## config.mk

```make
export PLATFORM = sky130hd
export DESIGN_NAME = gpio_irq
export DESIGN_NICKNAME = d
export VERILOG_FILES = /design/src/rtl/gpio_irq.sv
export SDC_FILE = /design/constraint.sdc
export NUM_CORES = 1
export LEC_CHECK = 0
export ABC_AREA = 1
export BUFFER_PORTS_ARGS = -buffer_cell sky130_fd_sc_hd__buf_2
export CAP_MARGIN = 10
export CORE_ASPECT_RATIO = 1.1
export CORE_MARGIN = 5
export CORE_UTILIZATION = 29
export CTS_BUF_LIST = sky130_fd_sc_hd__clkbuf_4 sky130_fd_sc_hd__clkbuf_8
export DETAILED_ROUTE_END_ITERATION = 12
export SLEW_MARGIN = 30
export SYNTH_ARGS = -nofsm -noshare
export SYNTH_HDL_FRONTEND = slang
export SYNTH_SLANG_ARGS = --single-unit
```

## constraint.sdc

```tcl
create_clock -name clk -period 2 [get_ports clk]
set_input_delay 0.2 -clock clk [delete_from_list [all_inputs] [get_ports clk]]
set_output_delay 0.2 -clock clk [all_outputs]
set_load 0.02 [all_outputs]
```

## src/rtl/gpio_irq.sv

```systemverilog
// gpio_irq -- parametrised GPIO block with a bus-slave register interface.
//
// Purpose: NUM_PINS pins with a 2-bit mode each, an output latch with atomic
// SET/CLR, a 2-flop input synchroniser, an optional debounce filter, and
// per-pin rise/fall edge interrupts with sticky write-1-to-clear status.
//
// Ports:
//   clk       single clock, all state on posedge
//   rst       synchronous reset, active-high
//   we_i      single-cycle write strobe
//   addr_i    byte address, only addr_i[4:0] decoded
//   data_i    write data
//   io_pin_i  raw asynchronous pin inputs
//   io_pin_o  output latch value
//   io_oe_o   1 = pin driven (mode OUTPUT)
//   irq_o     level interrupt, OR of all sticky status bits
//   data_o    combinational read data for addr_i (0 while rst is high)
//
// Register map (addr_i[4:0]):
//   0x00 CTRL  0x04 DATA  0x08 SET  0x0C CLR
//   0x10 IRQ_EN  0x14 IRQ_ST (W1C)  0x18 DEBOUNCE (0 = bypass)
module gpio_irq #(
    parameter int NUM_PINS = 2,
    parameter int DB_W     = 16,
    parameter int ADDR_W   = 32
) (
    input  logic                clk,
    input  logic                rst,
    input  logic                we_i,
    input  logic [ADDR_W-1:0]   addr_i,
    input  logic [31:0]         data_i,
    input  logic [NUM_PINS-1:0] io_pin_i,
    output logic [NUM_PINS-1:0] io_pin_o,
    output logic [NUM_PINS-1:0] io_oe_o,
    output logic                irq_o,
    output logic [31:0]         data_o
);
    localparam int NP = NUM_PINS;

    typedef enum logic [1:0] {
        MODE_HIZ = 2'd0,
        MODE_OUT = 2'd1,
        MODE_IN  = 2'd2,
        MODE_RSV = 2'd3
    } pin_mode_t;

    logic [2*NP-1:0] r_mode;
    logic [NP-1:0]   r_latch;
    logic [NP-1:0]   r_s1;
    logic [NP-1:0]   r_s2;
    logic [NP-1:0]   r_flt;
    logic [NP-1:0]   r_h;
    logic [NP-1:0]   r_rise_en;
    logic [NP-1:0]   r_fall_en;
    logic [NP-1:0]   r_rise_st;
    logic [NP-1:0]   r_fall_st;
    logic [DB_W-1:0] r_db;
    logic [DB_W-1:0] r_cnt;

    logic [4:0]      w_a;
    logic            w_wr_ctrl, w_wr_data, w_wr_set, w_wr_clr;
    logic            w_wr_en, w_wr_st, w_wr_db;
    logic            w_bypass, w_tick;
    logic [NP-1:0]   w_stable, w_flt_nxt;
    logic [NP-1:0]   w_in_mode, w_out_mode;
    logic [NP-1:0]   w_rise, w_fall;
    logic [NP-1:0]   w_clr_rise, w_clr_fall;
    logic [NP-1:0]   w_data_rd;
    logic [31:0]     w_rdata;
    logic            w_unused_bits;

    // Upper address bits and unimplemented data bits are deliberately ignored.
    assign w_unused_bits = ^{addr_i, data_i};

    assign w_a       = addr_i[4:0];
    assign w_wr_ctrl = we_i && (w_a == 5'h00);
    assign w_wr_data = we_i && (w_a == 5'h04);
    assign w_wr_set  = we_i && (w_a == 5'h08);
    assign w_wr_clr  = we_i && (w_a == 5'h0C);
    assign w_wr_en   = we_i && (w_a == 5'h10);
    assign w_wr_st   = we_i && (w_a == 5'h14);
    assign w_wr_db   = we_i && (w_a == 5'h18);

    always_comb begin
        w_in_mode  = '0;
        w_out_mode = '0;
        for (int unsigned i = 0; i < NP; i++) begin
            w_in_mode[i]  = (pin_mode_t'(r_mode[2*i +: 2]) == MODE_IN);
            w_out_mode[i] = (pin_mode_t'(r_mode[2*i +: 2]) == MODE_OUT);
        end
    end

    // Filter: a pin's filtered value only follows s2 when two consecutive
    // prescaler ticks saw the same level (h holds the previous tick's sample).
    assign w_bypass  = (r_db == '0);
    assign w_tick    = !w_bypass && (r_cnt == r_db);
    assign w_stable  = ~(r_s2 ^ r_h);
    always_comb begin
        w_flt_nxt = r_flt;
        if (w_bypass) begin
            w_flt_nxt = r_s2;
        end else if (w_tick) begin
            w_flt_nxt = (r_s2 & w_stable) | (r_flt & ~w_stable);
        end
    end

    // Edges are qualified at the moment flt updates, so flt can track s2 in
    // every mode without a mode change ever looking like an edge.
    assign w_rise     = w_flt_nxt & ~r_flt & w_in_mode & r_rise_en;
    assign w_fall     = ~w_flt_nxt & r_flt & w_in_mode & r_fall_en;
    assign w_clr_rise = w_wr_st ? data_i[NP-1:0]     : '0;
    assign w_clr_fall = w_wr_st ? data_i[16 +: NP]   : '0;

    always_ff @(posedge clk) begin
        if (rst) begin
            r_mode    <= '0;
            r_latch   <= '0;
            r_s1      <= '0;
            r_s2      <= '0;
            r_flt     <= '0;
            r_h       <= '0;
            r_rise_en <= '0;
            r_fall_en <= '0;
            r_rise_st <= '0;
            r_fall_st <= '0;
            r_db      <= '0;
            r_cnt     <= '0;
        end else begin
            r_s1  <= io_pin_i;
            r_s2  <= r_s1;
            r_flt <= w_flt_nxt;

            if (w_wr_db) begin
                r_cnt <= '0;
                r_h   <= r_s2;
            end else begin
                if (w_bypass || w_tick) r_cnt <= '0;
                else                    r_cnt <= r_cnt + DB_W'(1);
                if (w_tick) r_h <= r_s2;
            end

            // New edge is ORed in after the clear, so set wins over W1C.
            r_rise_st <= (r_rise_st & ~w_clr_rise) | w_rise;
            r_fall_st <= (r_fall_st & ~w_clr_fall) | w_fall;

            if (w_wr_ctrl) r_mode <= data_i[2*NP-1:0];
            if (w_wr_data) r_latch <= data_i[NP-1:0];
            if (w_wr_set)  r_latch <= r_latch | data_i[NP-1:0];
            if (w_wr_clr)  r_latch <= r_latch & ~data_i[NP-1:0];
            if (w_wr_en) begin
                r_rise_en <= data_i[NP-1:0];
                r_fall_en <= data_i[16 +: NP];
            end
            if (w_wr_db) r_db <= data_i[DB_W-1:0];
        end
    end

    assign w_data_rd = (w_out_mode & r_latch) | (w_in_mode & r_flt);

    always_comb begin
        w_rdata = '0;
        if (!rst) begin
            case (w_a)
                5'h00: w_rdata[2*NP-1:0] = r_mode;
                5'h04: w_rdata[NP-1:0]   = w_data_rd;
                5'h10: begin
                    w_rdata[NP-1:0]   = r_rise_en;
                    w_rdata[16 +: NP] = r_fall_en;
                end
                5'h14: begin
                    w_rdata[NP-1:0]   = r_rise_st;
                    w_rdata[16 +: NP] = r_fall_st;
                end
                5'h18: w_rdata[DB_W-1:0] = r_db;
                default: w_rdata = '0;
            endcase
        end
    end

    assign data_o   = w_rdata;
    assign io_pin_o = r_latch;
    assign io_oe_o  = w_out_mode;
    assign irq_o    = |{r_rise_st, r_fall_st};
endmodule

```

==> impl_results.md, run 1 <==
* Wire length of the first global-routing pass at 12500 µm
* Clock transition time at the flip-flop clock pins of the worst setup and hold paths at 0.09 ns
* Power after layout at 1990 µW
* Largest net degree at the start of global routing at 31
* Final HPWL DP at 5720 µm
* Number of placed cells counting well taps at 601
* Worst Setup Path Type: flip-flop to output port
* Yosys synthesis warning count at 0
* Total power density per cell area at 598 nW/µm²
* Final Critical Period at 1.71 ns
* Number of vias in the routed layout at 2830
* RSZ-0062 raised after global routing: false
* Power dissipated by switching net loads at 489 µW
* Buffer count from post-CTS setup fixing at 0
* Die Span Y at 115 µm
* Max-Cap Viols at 0
* Number of global-route vias before repair at 2777
* Clk sink count at 54
* Total count of hold-check failures in the final report at 0
* Sequential power share at 55.6%
* Initial antenna violation count at 0
* Global Route Usage Sum at 12.3%
* Cell taking the most area after synthesis: dfxtp_1
* R2R cell count at 10
* Latest clock arrival within the worst-skew pair at 0.30 ns
* Iteration-0 DRC count of the detailed router at 159
* First-pass detailed-route iteration total at 4
* Worst setup path endpoint: data_o[1]
* Width of the chip at 105 µm
* Cell area after synthesis at 2890 µm²
* Distinct cells, synth at 33
* Maximum buffer depth of the clock tree at 2
* Post-Route Setup TNS at 0 ns
* TritonCTS clock tree: done
* Req. time, crit path at 1.80 ns
* Number of pins exceeding their max-slew limit in the final report at 0
* Worst min-delay path class: primary input to flip-flop
* Starting Density at 29.5%
* Area contributors post-synth: dfxtp_1 37%, nand2_1 13%, inv_1 8.2%
* Clock network fraction of total power at 34.7%
* Outcome: completed
* Count of non-filler cells in the finished layout at 609
* Worst setup path start: r_mode[2]
* Number of endpoints failing setup at the final stage at 0
* Mean Syn Cell Area at 6.62 µm²
* Detailed-route DRC error count at 0
* Arrival time worst endpoint at 1.51 ns
* Count of standard-cell rows at 38
* Highest clock frequency the design can meet at 0.585 GHz
* Internal power component at 1500 µW
* Top layer used by detailed routing: met4
* Total Wirelength at 7240 µm
* Startpoint Class: flip-flop
* Top-level port count at 106
* Synthesized instance count at 437
* CP max FO at 3
* Area overhead of the layout relative to synthesis at 15.2%
* Clk root buf: clkbuf_8
* Port buffer count at 50
* Yosys top cell area share at 37.4%
* Worst setup skew after layout at 0.0109 ns
* Critical register-to-register path endpoint: r_cnt[10]
* Routed length on met1 at 3210 µm
* Hold slack final at 0.0995 ns
* Core footprint at 9790 µm²
* Number of CTS-inserted buffers at 5
* Switching part of the total power at 24.5%
* Antenna Cells at 0
* Nets@finish at 558
* FF-to-FF Start: r_cnt[2]
* Final critical-path share of the clock period at 85.5%
* Global-route congestion overflow total at 0
* Ratio of routed vias to standard cells at 4.65
* Proportion of power drawn by combinational gates at 9.7%
* Final ANT Viol Nets at 0
* Sequential share of the synthesized area at 37.4%
* Met3 WL at 368 µm
* Total die area at 12100 µm²
* Detail Route met2 WL at 3510 µm
* Max rail drop VDD at 0.263 mV
* Number of hold buffers added after CTS at 0
* Post-DR wirelength/cell at 11.9 µm
* Register bit count reported by yosys at 54
* Standby leakage power at 0.00145 µW
* Final estimated routing congestion in global placement at 0.856
* H-tree levels at 2
* Number of instances resized during post-cts repair at 0
* Setup crit end kind: output port
* Share of post-route cells with drive strength above 1 at 16.6%
* Setup slack of the worst register-to-register path at 0.31 ns
==> per-stage QoR <==
step / area (µm²) / worst slack, ns / util [%]
floorplan: 2940 / 0.470 / -
global placement: 3220 / 0.330 / 32.9
detailed placement: 3220 / 0.289 / 32.9
CTS: 3330 / 0.277 / 34.0
global route: 3330 / 0.0634 / 34.0
finish: 3330 / 0.291 / 34.0
==> registers in the layout, indices dropped and copies added (netlist names) <==
signal / cells
io_pin_o: 2
r_cnt: 16
r_db: 16
r_fall_en: 2
r_fall_st: 2
r_flt: 2
r_h: 2
r_mode: 4
r_rise_en: 2
r_rise_st: 2
r_s1: 2
r_s2: 2
==> cell usage after synthesis <==
cell       n
a211oi_1   2
a21oi_1   45
and3_1     1
and3b_1    1
buf_1      1
buf_4     15
buf_6      2
clkbuf_1   7
conb_1     1
dfxtp_1   54
ha_1       1
inv_1     63
inv_2      6
maj3_1     2
nand2_1   99
nand2_2    2
nand3_1   16
nand3_4    1
nand4_1   11
nand4_2    1
nor2_1    38
nor2_2     4
nor2_4     3
nor3_1    13
nor3b_1    1
nor4_1     1
o21a_1     1
o21ai_0   36
o21ai_1    2
o22ai_1    2
o31ai_1    1
xnor2_1    1
xor2_1     3
==> layer usage <==
metal	vias to the layer above	global-route usage [%]
met1	1281	15.1
met5	-	0
met4	0	3.58
li1	1466	-
met2	70	21.7
met3	13	2.41
==> final cells by class <==
| cell class | count | area, µm² |
|---|---|---|
| repair buffers | 56 | 295 |
| fillers | 1093 | 6460 |
| multi-input cells | 302 | 1440 |
| flip-flops and latches | 54 | 1080 |
| well taps | 120 | 150 |
| clock buffers | 8 | 110 |
| inverters | 69 | 259 |
==> critical path: stages, from the launching register on <==
cell      delay [ns]
dfxtp_1         0.36
inv_1           0.06
nor2_1          0.19
nand2_1         0.08
a21oi_1         0.14
a211oi_1        0.07
a21oi_1         0.12
buf_2           0.18
==> cell families after synthesis <==
| family | Yosys count | synth area share [%] |
|---|---|---|
| and+or+nand+nor | 192 | 29.7 |
| buffers and inverters | 94 | 14.7 |
| AOI/OAI and AO/OA | 89 | 15.8 |
| DFF | 54 | 37.4 |
| xor gates and xnor gates | 4 | 1.21 |
| adders and majority gates | 3 | 1.12 |
| other | 1 | 0.130 |
==> power groups by stage <==
stage                     combinational, µW  clock (µW)  sequential, µW
after floorplan                         153           0            1130
after global placement                  191           0            1130
after detailed placement                194           0            1130
after CTS                               196         716            1110
after global routing                    223         776            1110
final                                   194         691            1110
==> layout by cell type (no fill, tap or decap), types with 2 or more instances in the layout <==
cell,synthesis,routed
clkbuf_8,0,8
maj3_1,2,2
nor2_4,3,3
nor2_2,4,4
o21ai_0,36,36
nor3_1,13,13
dfxtp_1,54,54
o22ai_1,2,2
nor2_1,38,38
nand2_2,2,2
inv_1,63,63
conb_1,1,14
nand4_1,11,11
buf_4,15,6
a211oi_1,2,2
a21oi_1,45,45
inv_2,6,6
xor2_1,3,3
nand2_1,99,99
o21ai_1,2,2
nand3_1,16,16
buf_2,0,50
==> how the worst min path moves through the flow <==
stage	from	end	slack (ns)	cells past startpoint
2_1_floorplan	io_pin_i[0]	r_s1[0]	0.31	2
3_3_place_gp	r_s1[0]	r_s2[0]	0.40	2
3_5_place_dp	r_s1[1]	r_s2[1]	0.39	2
4_1_cts	io_pin_i[0]	r_s1[0]	0.09	3
5_1_grt	io_pin_i[0]	r_s1[0]	0.08	3
6_report	io_pin_i[0]	r_s1[0]	0.1	3
(Power assumes the default switching activity.)
==> run 2: changes to the inputs <==
BUFFER_PORTS_ARGS = default   (was -buffer_cell sky130_fd_sc_hd__buf_2)
DONT_BUFFER_PORTS = 1   (was default)
==> impl_results.md, run 2 (synthesis gave the netlist of run 1 again) <==
* Nets@finish at 526 (-5.7%)
* Setup crit end kind: output port
* Max-Cap Viols at 0 (unchanged)
* Area overhead of the layout relative to synthesis at 11.6%
* Worst setup skew after layout at 0.0146 ns (+0.00369 ns)
* Max rail drop VDD at 0.290 mV (+10%)
* Clock transition time at the flip-flop clock pins of the worst setup and hold paths at 0.10 ns (about the same)
* Final-layout fill cell count at 1070 (-2.1%)
* Count of standard-cell rows at 38 (unchanged)
* Number of endpoints failing setup at the final stage at 0 (unchanged)
* Clk root buf: clkbuf_8
* Total power density per cell area at 624 nW/µm² (+4.4%)
* Standard cell area after detailed placement at 3080 µm² (-4.3%)
* Final HPWL DP at 5550 µm (-3.0%)
* Worst min-delay path class: primary input to flip-flop
* Worst Setup Path Type: flip-flop to output port
* Final Critical Period at 1.76 ns (+0.0486 ns)
* Antenna Cells at 0 (unchanged)
* Req. time, crit path at 1.80 ns (about the same)
* Most common library cell in the layout ignoring fill and taps: nand2_1
* Arrival time worst endpoint at 1.56 ns (+0.05 ns)
* Detailed-route DRC error count at 0 (unchanged)
* Hold-critical path depth at 2 (-1)
* Iteration-0 DRC count of the detailed router at 164 (+3.1%)
* Starting Density at 29.5% (unchanged)
* Outcome: completed
* Total count of hold-check failures in the final report at 0 (unchanged)
* Share of post-route cells with drive strength above 1 at 10.1% (-6.5 points)
* CP max FO at 3 (unchanged)
* Latest clock arrival within the worst-skew pair at 0.30 ns (about the same)
* Most frequent cells in the layout: 99 x nand2_1, 63 x inv_1, 54 x dfxtp_1
* Core footprint at 9790 µm² (unchanged)
* Standby leakage power at 0.00132 µW (-9.3%)
* Port buffer count at 0 (-100%)
* Number of pins exceeding their max-slew limit in the final report at 0 (unchanged)
* Largest registers ranked by flip-flop count: r_cnt (16), r_db (16), r_mode (4)
* First-pass detailed-route iteration total at 4 (unchanged)
* R2R cell count at 8 (-2)
* Setup slack of the worst register-to-register path at 0.34 ns (+0.03 ns)
* Maximum buffer depth of the clock tree at 2 (unchanged)
* H-tree levels at 2 (unchanged)
* Highest clock frequency the design can meet at 0.569 GHz (-2.8%)
* Total die area at 12100 µm² (unchanged)
* RSZ-0062 raised after global routing: false
* Global-route congestion overflow total at 0 (unchanged)
* Die Span Y at 115 µm (unchanged)
* Global Route Usage Sum at 11.9% (-0.38 points)
* Final ANT Viol Nets at 0 (unchanged)
* Final estimated routing congestion in global placement at 0.816 (-4.8%)
* Post-Route Setup TNS at 0 ns (unchanged)
* Width of the chip at 105 µm (unchanged)
* Number of global-route vias before repair at 2547 (-8.3%)
* Initial antenna violation count at 0 (unchanged)
* Finished Cell Area at 3230 µm² (-3.1%)
* Ratio of routed vias to standard cells at 4.69 (+1.0%)
* Number of instances resized during post-cts repair at 0 (unchanged)
* Total Wirelength at 7160 µm (-1.1%)
* Number of CTS-inserted buffers at 5 (unchanged)
* Clk sink count at 54 (unchanged)
* Top-level port count at 106 (unchanged)
* Number of vias in the routed layout at 2708 (-4.3%)
* Final critical-path share of the clock period at 87.9% (+2.4 points)
* Post-DR wirelength/cell at 12.4 µm (+4.4%)
* TritonCTS clock tree: done
* Largest net degree at the start of global routing at 31 (unchanged)
* Startpoint Class: flip-flop
* Wire length of the first global-routing pass at 12000 µm (-4.1%)
run 2: power breakdown:
part | total [µW] | switching [µW] | internal (µW)
Clock | 746 | 344 | 402
Sequential | 1110 | 13.8 | 1090
Combinational | 161 | 118 | 43.2
Total | 2020 | 475 | 1540
run 2: layout make-up:
cell class	instances	area (µm²)	area share, %
inverters	69	259	8.02
repair buffers	24	188	5.81
clock buffers	7	83.8	2.60
multi-input cells	302	1440	44.5
clock inverters	1	30.0	0.930
well taps	120	150	4.65
flip-flops and latches	54	1080	33.5
run 2: critical path, stage by stage, from the launching register on:
cell and delay [ns]:
dfxtp_1 0.36, inv_1 0.06, nor2_1 0.20, nand2_1 0.08, a21oi_1 0.15, a211oi_1 0.07, a21oi_1 0.16, buf_4 0.17
run 2: final timing paths:
| path | startpoint | end |
|---|---|---|
| max | r_mode[2] | data_o[1] |
| min reg2reg | r_s1[1] | r_s2[1] |
| max reg2reg | r_cnt[0] | r_cnt[14] |
| min | data_i[1] | io_pin_o[1] |
run 2: per-layer routing:
| layer | vias to the layer above | global-route usage, % | part of all wire (%) |
|---|---|---|---|
| li1 | 1405 | - | - |
| met3 | 6 | 2.98 | 4.8 |
| met2 | 63 | 21.3 | 49 |
| met4 | 0 | 2.47 | 0.95 |
| met1 | 1234 | 14.4 | 46 |
| met5 | - | 0 | 0 |
run 2: per-stage QoR:
| stage | hold WS, ns | util [%] | setup WS [ns] | cells | total power [µW] |
|---|---|---|---|---|---|
| after floorplan | 0.307 | - | 0.470 | 450 | 1280 |
| after global placement | 0.274 | 31.5 | 0.351 | 566 | 1280 |
| after detailed placement | 0.276 | 31.5 | 0.298 | 566 | 1290 |
| after CTS | 0.0239 | 33.0 | 0.249 | 577 | 2030 |
| after global routing | 0.0266 | 33.0 | 0.141 | 577 | 2120 |
| final | 0.0281 | 33.0 | 0.242 | 577 | 2020 |
run 2: timing repair:
| action | 4_1_cts | 5_1_grt |
|---|---|---|
| endpoints found under the hold margin | 10 | 0 |
| setup buffers | 0 | 0 |
| hold buffers | 3 | 0 |
